==> src/rtl/superh16_mem_bridge_if.sv <==
// ---------------------------------------------------------------------------
// superh16_mem_bridge_if
//
// Purpose: beat-level backing-bus bundle between the line bridge and the
// memory side. The bridge is the master and issues one beat request per
// handshake. The memory side is the slave and returns read beats through
// bus_rvalid/bus_rdata.
//
// Signals:
//   bus_valid   master -> slave  beat request valid
//   bus_ready   slave  -> master beat request accepted
//   bus_we      master -> slave  beat write enable
//   bus_addr    master -> slave  beat byte address (PADDR_W)
//   bus_wdata   master -> slave  beat write data (BEAT_BYTES*8)
//   bus_rvalid  slave  -> master read beat returned
//   bus_rdata   slave  -> master read beat data (BEAT_BYTES*8)
// ---------------------------------------------------------------------------
interface superh16_mem_bridge_if #(
    parameter int PADDR_W    = 56,
    parameter int BEAT_BYTES = 8
);
    logic                    bus_valid;
    logic                    bus_ready;
    logic                    bus_we;
    logic [PADDR_W-1:0]      bus_addr;
    logic [BEAT_BYTES*8-1:0] bus_wdata;
    logic                    bus_rvalid;
    logic [BEAT_BYTES*8-1:0] bus_rdata;

    modport master (
        output bus_valid,
        output bus_we,
        output bus_addr,
        output bus_wdata,
        input  bus_ready,
        input  bus_rvalid,
        input  bus_rdata
    );

    modport slave (
        input  bus_valid,
        input  bus_we,
        input  bus_addr,
        input  bus_wdata,
        output bus_ready,
        output bus_rvalid,
        output bus_rdata
    );
endinterface

==> src/rtl/superh16_mem_bridge.sv <==
// ---------------------------------------------------------------------------
// superh16_mem_bridge
//
// Purpose: converts a core cache-line request (one LINE_BYTES read or write)
// into NBEATS sequential BEAT_BYTES beats on the backing bus. Read beats are
// assembled into mem_rdata. mem_ack is returned once per completed line.
//
// Ports:
//   clk, rst_n    clock (rising edge) and asynchronous active-low reset
//   mem_req       core line request, held high until mem_ack
//   mem_addr      core request address; the line offset bits are dropped
//   mem_we        1 = line write, 0 = line read
//   mem_wdata     write line
//   mem_ack       one-cycle completion pulse
//   mem_rdata     last read line; it changes only while read beats are captured
//   bus           backing-bus master modport (see superh16_mem_bridge_if)
//   busy          high whenever the FSM is not IDLE
//   err_spurious  sticky flag for a read beat that was not expected
//   txn_count     completed transactions, wraps at 2^32
//
// Timing note: mem_ack is registered from the ACK state. It is therefore high
// in the cycle after ACK, which is also the cycle where txn_count shows the new
// value. In the fastest case the request is sampled at edge 0 and mem_ack is
// high after edge NBEATS+1.
// ---------------------------------------------------------------------------
module superh16_mem_bridge #(
    parameter int LINE_BYTES = 64,
    parameter int PADDR_W    = 56,
    parameter int BEAT_BYTES = 8
) (
    input  logic                    clk,
    input  logic                    rst_n,
    input  logic                    mem_req,
    input  logic [PADDR_W-1:0]      mem_addr,
    input  logic                    mem_we,
    input  logic [LINE_BYTES*8-1:0] mem_wdata,
    output logic                    mem_ack,
    output logic [LINE_BYTES*8-1:0] mem_rdata,
    superh16_mem_bridge_if.master   bus,
    output logic                    busy,
    output logic                    err_spurious,
    output logic [31:0]             txn_count
);

    localparam int NBEATS = LINE_BYTES / BEAT_BYTES;
    localparam int BEAT_W = BEAT_BYTES * 8;
    localparam int LINE_W = LINE_BYTES * 8;
    localparam int CNT_W  = $clog2(NBEATS + 1);
    localparam int IDX_W  = (NBEATS > 1) ? $clog2(NBEATS) : 1;

    localparam logic [CNT_W-1:0]   LAST_BEAT = CNT_W'(NBEATS - 1);
    localparam logic [CNT_W-1:0]   ALL_BEATS = CNT_W'(NBEATS);
    localparam logic [PADDR_W-1:0] LINE_MASK = ~(PADDR_W'(LINE_BYTES - 1));

    typedef enum logic [2:0] {
        IDLE,
        ISSUE,
        WAITR,
        ACK,
        DROP
    } state_t;

    state_t             state;
    state_t             state_nxt;
    logic [CNT_W-1:0]   ic;
    logic [CNT_W-1:0]   rc;
    logic [CNT_W-1:0]   rc_nxt;
    logic [PADDR_W-1:0] line_base;
    logic               we_q;
    logic [LINE_W-1:0]  wdata_q;
    logic               issue_hs;
    logic               rbeat_ok;
    logic               rbeat_bad;

    // bus_valid is high exactly when the state is ISSUE, so a handshake is
    // ISSUE plus bus_ready. A read beat is taken only while this read can
    // still use it. Any other rvalid counts as spurious.
    assign issue_hs  = (state == ISSUE) && bus.bus_ready;
    assign rbeat_ok  = bus.bus_rvalid && ((state == ISSUE) || (state == WAITR))
                       && !we_q && (rc != ALL_BEATS);
    assign rbeat_bad = bus.bus_rvalid && !rbeat_ok;
    assign rc_nxt    = rc + CNT_W'(rbeat_ok);
    assign busy      = (state != IDLE);

    always_ff @(posedge clk or negedge rst_n) begin
        if (!rst_n) begin
            state <= IDLE;
        end else begin
            state <= state_nxt;
        end
    end

    // Read completion uses rc_nxt. A beat that lands in the same cycle as
    // the last request handshake, or the final beat in WAITR, therefore
    // moves the FSM to ACK on that same edge.
    always_comb begin
        state_nxt = state;
        case (state)
            IDLE: begin
                if (mem_req) begin
                    state_nxt = ISSUE;
                end
            end
            ISSUE: begin
                if (issue_hs && (ic == LAST_BEAT)) begin
                    if (we_q || (rc_nxt == ALL_BEATS)) begin
                        state_nxt = ACK;
                    end else begin
                        state_nxt = WAITR;
                    end
                end
            end
            WAITR: begin
                if (rc_nxt == ALL_BEATS) begin
                    state_nxt = ACK;
                end
            end
            ACK: begin
                state_nxt = DROP;
            end
            DROP: begin
                if (!mem_req) begin
                    state_nxt = IDLE;
                end
            end
            default: begin
                state_nxt = IDLE;
            end
        endcase
    end

    // Beat fields come only from registers, so they stay stable during a stall.
    always_comb begin
        bus.bus_valid = 1'b0;
        bus.bus_we    = 1'b0;
        bus.bus_addr  = '0;
        bus.bus_wdata = '0;
        if (state == ISSUE) begin
            bus.bus_valid = 1'b1;
            bus.bus_we    = we_q;
            bus.bus_addr  = line_base + (PADDR_W'(ic) * PADDR_W'(BEAT_BYTES));
            bus.bus_wdata = wdata_q[ic[IDX_W-1:0]*BEAT_W +: BEAT_W];
        end
    end

    always_ff @(posedge clk or negedge rst_n) begin
        if (!rst_n) begin
            line_base    <= '0;
            we_q         <= 1'b0;
            wdata_q      <= '0;
            ic           <= '0;
            rc           <= '0;
            mem_rdata    <= '0;
            mem_ack      <= 1'b0;
            txn_count    <= '0;
            err_spurious <= 1'b0;
        end else begin
            mem_ack <= (state == ACK);
            if (state == ACK) begin
                txn_count <= txn_count + 32'd1;
            end
            if (rbeat_bad) begin
                err_spurious <= 1'b1;
            end
            if ((state == IDLE) && mem_req) begin
                line_base <= mem_addr & LINE_MASK;
                we_q      <= mem_we;
                wdata_q   <= mem_wdata;
                ic        <= '0;
                rc        <= '0;
            end else begin
                if (issue_hs) begin
                    ic <= ic + CNT_W'(1);
                end
                if (rbeat_ok) begin
                    mem_rdata[rc[IDX_W-1:0]*BEAT_W +: BEAT_W] <= bus.bus_rdata;
                    rc <= rc_nxt;
                end
            end
        end
    end

endmodule

==> src/flat_wrapper.sv <==
// flat-port wrapper written by rule: the top's interface ports become plain ports
module superh16_mem_bridge_flat 
#(
    parameter int LINE_BYTES = 64,
    parameter int PADDR_W    = 56,
    parameter int BEAT_BYTES = 8
)
  (clk, rst_n, mem_req, mem_addr, mem_we, mem_wdata, mem_ack, mem_rdata, busy, err_spurious, txn_count, bus_bus_valid, bus_bus_we, bus_bus_addr, bus_bus_wdata, bus_bus_ready, bus_bus_rvalid, bus_bus_rdata);
  superh16_mem_bridge_if #(.PADDR_W(PADDR_W), .BEAT_BYTES(BEAT_BYTES)) bus_i ();
  input  logic clk;
  input  logic rst_n;
  input  logic mem_req;
  input  logic [PADDR_W-1:0] mem_addr;
  input  logic mem_we;
  input  logic [LINE_BYTES*8-1:0] mem_wdata;
  output logic mem_ack;
  output logic [LINE_BYTES*8-1:0] mem_rdata;
  output logic busy;
  output logic err_spurious;
  output logic [31:0] txn_count;
  output wire logic [$bits(bus_i.bus_valid)-1:0] bus_bus_valid;
  output wire logic [$bits(bus_i.bus_we)-1:0] bus_bus_we;
  output wire logic [$bits(bus_i.bus_addr)-1:0] bus_bus_addr;
  output wire logic [$bits(bus_i.bus_wdata)-1:0] bus_bus_wdata;
  input wire logic [$bits(bus_i.bus_ready)-1:0] bus_bus_ready;
  input wire logic [$bits(bus_i.bus_rvalid)-1:0] bus_bus_rvalid;
  input wire logic [$bits(bus_i.bus_rdata)-1:0] bus_bus_rdata;
  assign bus_bus_valid = bus_i.bus_valid;
  assign bus_bus_we = bus_i.bus_we;
  assign bus_bus_addr = bus_i.bus_addr;
  assign bus_bus_wdata = bus_i.bus_wdata;
  assign bus_i.bus_ready = bus_bus_ready;
  assign bus_i.bus_rvalid = bus_bus_rvalid;
  assign bus_i.bus_rdata = bus_bus_rdata;
  superh16_mem_bridge #(.LINE_BYTES(LINE_BYTES), .PADDR_W(PADDR_W), .BEAT_BYTES(BEAT_BYTES)) u_core (.clk(clk), .rst_n(rst_n), .mem_req(mem_req), .mem_addr(mem_addr), .mem_we(mem_we), .mem_wdata(mem_wdata), .mem_ack(mem_ack), .mem_rdata(mem_rdata), .bus(bus_i), .busy(busy), .err_spurious(err_spurious), .txn_count(txn_count));
endmodule
==> config.mk <==
export PLATFORM = sky130hd
export DESIGN_NAME = superh16_mem_bridge_flat
export DESIGN_NICKNAME = d
export VERILOG_FILES = /design/src/rtl/superh16_mem_bridge_if.sv /design/src/rtl/superh16_mem_bridge.sv /design/src/flat_wrapper.sv
export SDC_FILE = /design/constraint.sdc
export NUM_CORES = 2
export LEC_CHECK = 0
export BUFFER_PORTS_ARGS = -buffer_cell sky130_fd_sc_hd__buf_2
export CAP_MARGIN = 20
export CORE_AREA = 2 2 515 517
export CTS_BUF_LIST = sky130_fd_sc_hd__clkbuf_4 sky130_fd_sc_hd__clkbuf_8
export DETAILED_ROUTE_END_ITERATION = 16
export DIE_AREA = 0 0 517 519
export PLACE_DENSITY = 0.35
export SLEW_MARGIN = 20
export SYNTH_ARGS = -nofsm -noshare
export SYNTH_HDL_FRONTEND = slang
export SYNTH_SLANG_ARGS = --single-unit
==> constraint.sdc <==
create_clock -name clk -period 3.3 [get_ports clk]
set_input_delay 0.33 -clock clk [delete_from_list [all_inputs] [get_ports clk]]
set_output_delay 0.33 -clock clk [all_outputs]
set_load 0.005 [all_outputs]
==> flow_summary.html <==
<table>
<tr><th>Metric</th><th>Value</th></tr>
<tr><th colspan="2">Power and ir drop</th></tr>
<tr><td>Power per cell area</td><td>a little over 900 nW/um^2</td></tr>
<tr><td>Maximum vdd drop</td><td>around 540 uV</td></tr>
<tr><td>P_leak</td><td>35.0 nW</td></tr>
<tr><th colspan="2">Logic synthesis</th></tr>
<tr><td>Post-synthesis adder-cell area fraction</td><td>0.00206</td></tr>
<tr><td>Syn. warnings</td><td>0</td></tr>
<tr><td>Leading cell types by total area after synthesis</td><td>dfrtp_1 (58%), mux2_2 (21%), mux4_2 (5.9%)</td></tr>
<tr><td>Average instance area after synthesis</td><td>14.1 um^2</td></tr>
<tr><td>Synth Flop Type</td><td>dfrtp_1</td></tr>
<tr><td>Netlist area before placement</td><td>between 40000 and 50000 um^2</td></tr>
<tr><td>Post-synthesis compound-gate area fraction</td><td>0.0320</td></tr>
<tr><td>Flop and latch count out of synthesis</td><td>1120</td></tr>
<tr><td>EDFF count, synth</td><td>0</td></tr>
<tr><td>Largest family of logic cells by synthesized area</td><td>multiplexers</td></tr>
<tr><td>Multiplexer share of the synthesized area</td><td>0.298</td></tr>
<tr><td>Cells after Synth</td><td>3459</td></tr>
<tr><td>Distinct cells, synth</td><td>53</td></tr>
<tr><td>Top-count cell post-synth</td><td>dfrtp_1</td></tr>
<tr><td>Xor/xnor cell area share of the yosys netlist</td><td>0.00810</td></tr>
<tr><td>Area share of the largest cell type after synthesis</td><td>0.576</td></tr>
<tr><td>Cell accounting for the most synthesized area</td><td>dfrtp_1</td></tr>
<tr><td>Simple-Gate Fraction of Synth Area</td><td>0.0582</td></tr>
<tr><td>Sequential-to-total area share from yosys stat</td><td>0.576</td></tr>
<tr><td>Share of flip-flops with an asynchronous set or reset after synthesis</td><td>1.00</td></tr>
<tr><td>Synth cell count leaders</td><td>dfrtp_1 (1120), mux2_2 (904), nand2_1 (183)</td></tr>
<tr><th colspan="2">GRT</th></tr>
<tr><td>Met3 Track Usage GR</td><td>0.0521</td></tr>
<tr><td>Busiest metal layer after global routing</td><td>met2</td></tr>
<tr><td>Number of global-route vias before repair</td><td>42.0k</td></tr>
<tr><td>Initial antenna violation count</td><td>104</td></tr>
<tr><td>Global Route met2 Usage</td><td>0.302</td></tr>
<tr><td>Met1 layer usage reported by global route</td><td>0.197</td></tr>
<tr><td>Wire length of the first global-routing pass</td><td>328000 um</td></tr>
<tr><td>Maximum number of pins on one net before global-route repair</td><td>157</td></tr>
<tr><td>Overall global routing resource usage</td><td>0.170</td></tr>
<tr><td>Remaining global-route overflow</td><td>0</td></tr>
<tr><th colspan="2">Clock tree</th></tr>
<tr><td>Register clock-pin slew on the reported worst setup and hold paths</td><td>60 ps</td></tr>
<tr><td>Clk root buf</td><td>clkbuf_8</td></tr>
<tr><td>Clock Path Buffers</td><td>4</td></tr>
<tr><td>Htree depth</td><td>4</td></tr>
<tr><td>TritonCTS clock tree</td><td>built</td></tr>
<tr><td>Later-pin clock latency in the skew report</td><td>960 ps</td></tr>
<tr><td>Clock sink total</td><td>around 1.1k</td></tr>
<tr><td>Number of buffers created by CTS</td><td>221</td></tr>
<tr><th colspan="2">Detailed routing</th></tr>
<tr><td>Starting DRT DRC Count</td><td>1566</td></tr>
<tr><td>Remaining antenna violation count after routing</td><td>0</td></tr>
<tr><td>Total vias in the final route</td><td>38.9k</td></tr>
<tr><td>Post-DR vias/cell</td><td>4.07</td></tr>
<tr><td>Average wire per cell in the routed design</td><td>24.6 um</td></tr>
<tr><td>Final WL</td><td>235000 um</td></tr>
<tr><td>Number of iterations in the first detailed-routing pass</td><td>5</td></tr>
<tr><td>DRC errors left</td><td>0</td></tr>
<tr><th colspan="2">Timing</th></tr>
<tr><td>Worst relative slew slack</td><td>0.312</td></tr>
<tr><td>Worst hold slack</td><td>139 ps</td></tr>
<tr><td>Number of endpoints failing setup at the final stage</td><td>16</td></tr>
<tr><td>Crit path setup slack, layout</td><td>-112 ps</td></tr>
<tr><td>Worst Skew</td><td>around 63 ps</td></tr>
<tr><td>Min Clock Period, post-route</td><td>3410 ps</td></tr>
<tr><td>Setup repair after global routing missed its margin</td><td>yes</td></tr>
<tr><td>Ratio of final minimum period to clock period</td><td>1.03</td></tr>
<tr><td>Count of final max-slew check failures</td><td>0</td></tr>
<tr><td>Worst slew pin tran</td><td>1030 ps</td></tr>
<tr><td>Number of failing hold endpoints at the final stage</td><td>0</td></tr>
<tr><td>Setup tns final</td><td>-744 ps</td></tr>
<tr><td>Max Fclk</td><td>293 MHz</td></tr>
<tr><th colspan="2">Placed design</th></tr>
<tr><td>Area after detailed placement</td><td>60000 um^2</td></tr>
<tr><td>Worst Setup Slack post-DPL</td><td>about 350 ps</td></tr>
<tr><td>PortBufs</td><td>1297</td></tr>
<tr><td>Half-perimeter wire length after detailed placement</td><td>~170000 um</td></tr>
<tr><td>Weighted congestion at the end of routability-driven global placement</td><td>0.803</td></tr>
<tr><th colspan="2">Worst hold path</th></tr>
<tr><td>Min-Delay Path Class</td><td>primary input to flip-flop</td></tr>
<tr><td>Startpoint of the worst hold path</td><td>mem_wdata[413]</td></tr>
<tr><th colspan="2">Critical path</th></tr>
<tr><td>Biggest cell delay along the critical path</td><td>approximately 650 ps</td></tr>
<tr><td>Endpoint type of the worst setup path</td><td>output pin</td></tr>
<tr><td>Category of the worst setup path launch point</td><td>flip-flop</td></tr>
<tr><td>Source of the critical timing path</td><td>u_core.ic[3]</td></tr>
<tr><td>Req. time, crit path</td><td>2970 ps</td></tr>
<tr><td>Cells along the critical path</td><td>ha_4, ha_4, nand2_4, or4_4, nor4_4, mux2i_1, buf_2</td></tr>
<tr><td>Cell with the largest stage delay on the worst path</td><td>or4_4</td></tr>
<tr><td>Critical path class</td><td>flip-flop to output pin</td></tr>
<tr><td>Largest fanout of any net on the critical path</td><td>5</td></tr>
<tr><td>Worst reg-to-reg setup slack</td><td>310 ps</td></tr>
<tr><td>Startpoint of the lowest-slack register-to-register path</td><td>u_core.rc[0]</td></tr>
<tr><td>Data arrival time of the worst path</td><td>3080 ps</td></tr>
<tr><td>Cell type with the highest occurrence count on the critical path</td><td>ha_4</td></tr>
<tr><th colspan="2">Status</th></tr>
<tr><td>Outcome</td><td>finished with violations</td></tr>
<tr><td>Violations in the final reports</td><td>negative setup slack</td></tr>
<tr><th colspan="2">Die</th></tr>
<tr><td>Site row count</td><td>189</td></tr>
<tr><td>Full die area</td><td>268000 um^2</td></tr>
<tr><td>Initial core utilization</td><td>0.185</td></tr>
<tr><td>Height of the die</td><td>519 um</td></tr>
<tr><td>Boundary pin count</td><td>1307</td></tr>
<tr><td>Core footprint</td><td>263000 um^2</td></tr>
<tr><td>Width of the die</td><td>between 500 and 600 um</td></tr>
<tr><th colspan="2">Finish</th></tr>
<tr><td>Fraction of layout cells with a size suffix above 1</td><td>0.515</td></tr>
<tr><td>Final core area utilization</td><td>0.285</td></tr>
<tr><td>Number of nets in the layout</td><td>between 6k and 7k</td></tr>
<tr><td>Synth-to-layout area growth</td><td>54.4%</td></tr>
<tr><td>Post-route design area</td><td>75100 um^2</td></tr>
<tr><th colspan="2">Flow run</th></tr>
<tr><td>Number of max-capacitance violations reported</td><td>0</td></tr>
</table>
## path summary, 6_finish.rpt
kind,endpoint,cells after the start
worst max-delay path,bus_bus_addr[44],7
worst min-delay path,u_core.wdata_q[413],3
worst max register to register,u_core.mem_rdata[374],9
worst min register to register,u_core.err_spurious,1
max in group asynchronous,u_core.mem_rdata[83],4
min in group asynchronous,u_core.mem_rdata[133],3
## power breakdown
| part | switching [mW] | total, mW | internal (mW) |
|---|---|---|---|
| clock | 6.76 | 15.5 | 8.71 |
| combinational | 14.5 | 29.2 | 14.7 |
| sequential | 3.63 | 23.4 | 19.7 |
## cell type report
type,count,area [um^2]
fillers,27800,188000
flip-flops and latches,1120,28100
multi-input cells,2064,20000
repair buffers,2352,17600
clock buffers,366,4490
well taps,3533,4420
clock inverters,31,280
diodes,57,143
inverters,35,136
## per-layer routing
layer | wire length [um] | share of wire
met3 | 17300 | 0.073
met4 | 6390 | 0.027
met2 | 118000 | 0.50
met1 | 92800 | 0.40
met5 | 404 | 0.0017
## sequential cells by signal, summed over array words and instances (netlist names)
register,count
u_core.mem_rdata,512
u_core.wdata_q,512
u_core.line_base,50
u_core.txn_count,32
u_core.ic,4
u_core.rc,4
u_core.state,3
u_core.err_spurious,1
u_core.mem_ack,1
u_core.we_q,1
## worst max-delay path: cells and delay by family (launching register included)
kind	cells	cell delay, ps
adder cells (fa/ha/maj)	2	310
flip-flops	1	390
AND/OR/NAND/NOR	3	970
multiplexers	1	290
buffers and inverters	1	160
## placed cells by master (no fill, tap or decap), types with 58 or more instances in the layout
master            n
mux2i_1          97
clkbuf_8        278
o21ai_0         159
nor2_1          108
clkbuf_4         88
mux2_2          904
dlygate4sd3_1   834
buf_4           133
buf_12           58
buf_2          1289
dfrtp_1        1101
mux4_2          128
nand2_1         181
## through the flow
stage	total power, mW	cells
after global routing	72.4	9544
final	68.0	9558
after CTS	69.3	9482
after global placement	50.2	8179
after detailed placement	50.5	8179
after floorplan	36.7	3461
## kinds of logic (layout without fill, tap and decap cells)
logic type / count (synthesis) / in the layout
mux: 1170 / 1170
xor+xnor: 45 / 45
fa+ha+maj: 8 / 8
simple gates: 570 / 573
other cells: 1 / 60
buf+inv: 280 / 2784
compound gates: 265 / 265
flops: 1120 / 1120
## repair_timing
item | 4_1_cts | 5_1_grt
endpoints found under the hold margin | 1929 | 0
resized for setup | 155 | 49
hold buffers | 835 | 0
pin swaps | 17 | 19
setup buffers | 64 | 23
cloned | 8 | 3
setup endpoints to repair | 107 | 95
Power figures use the tool's default switching activity.
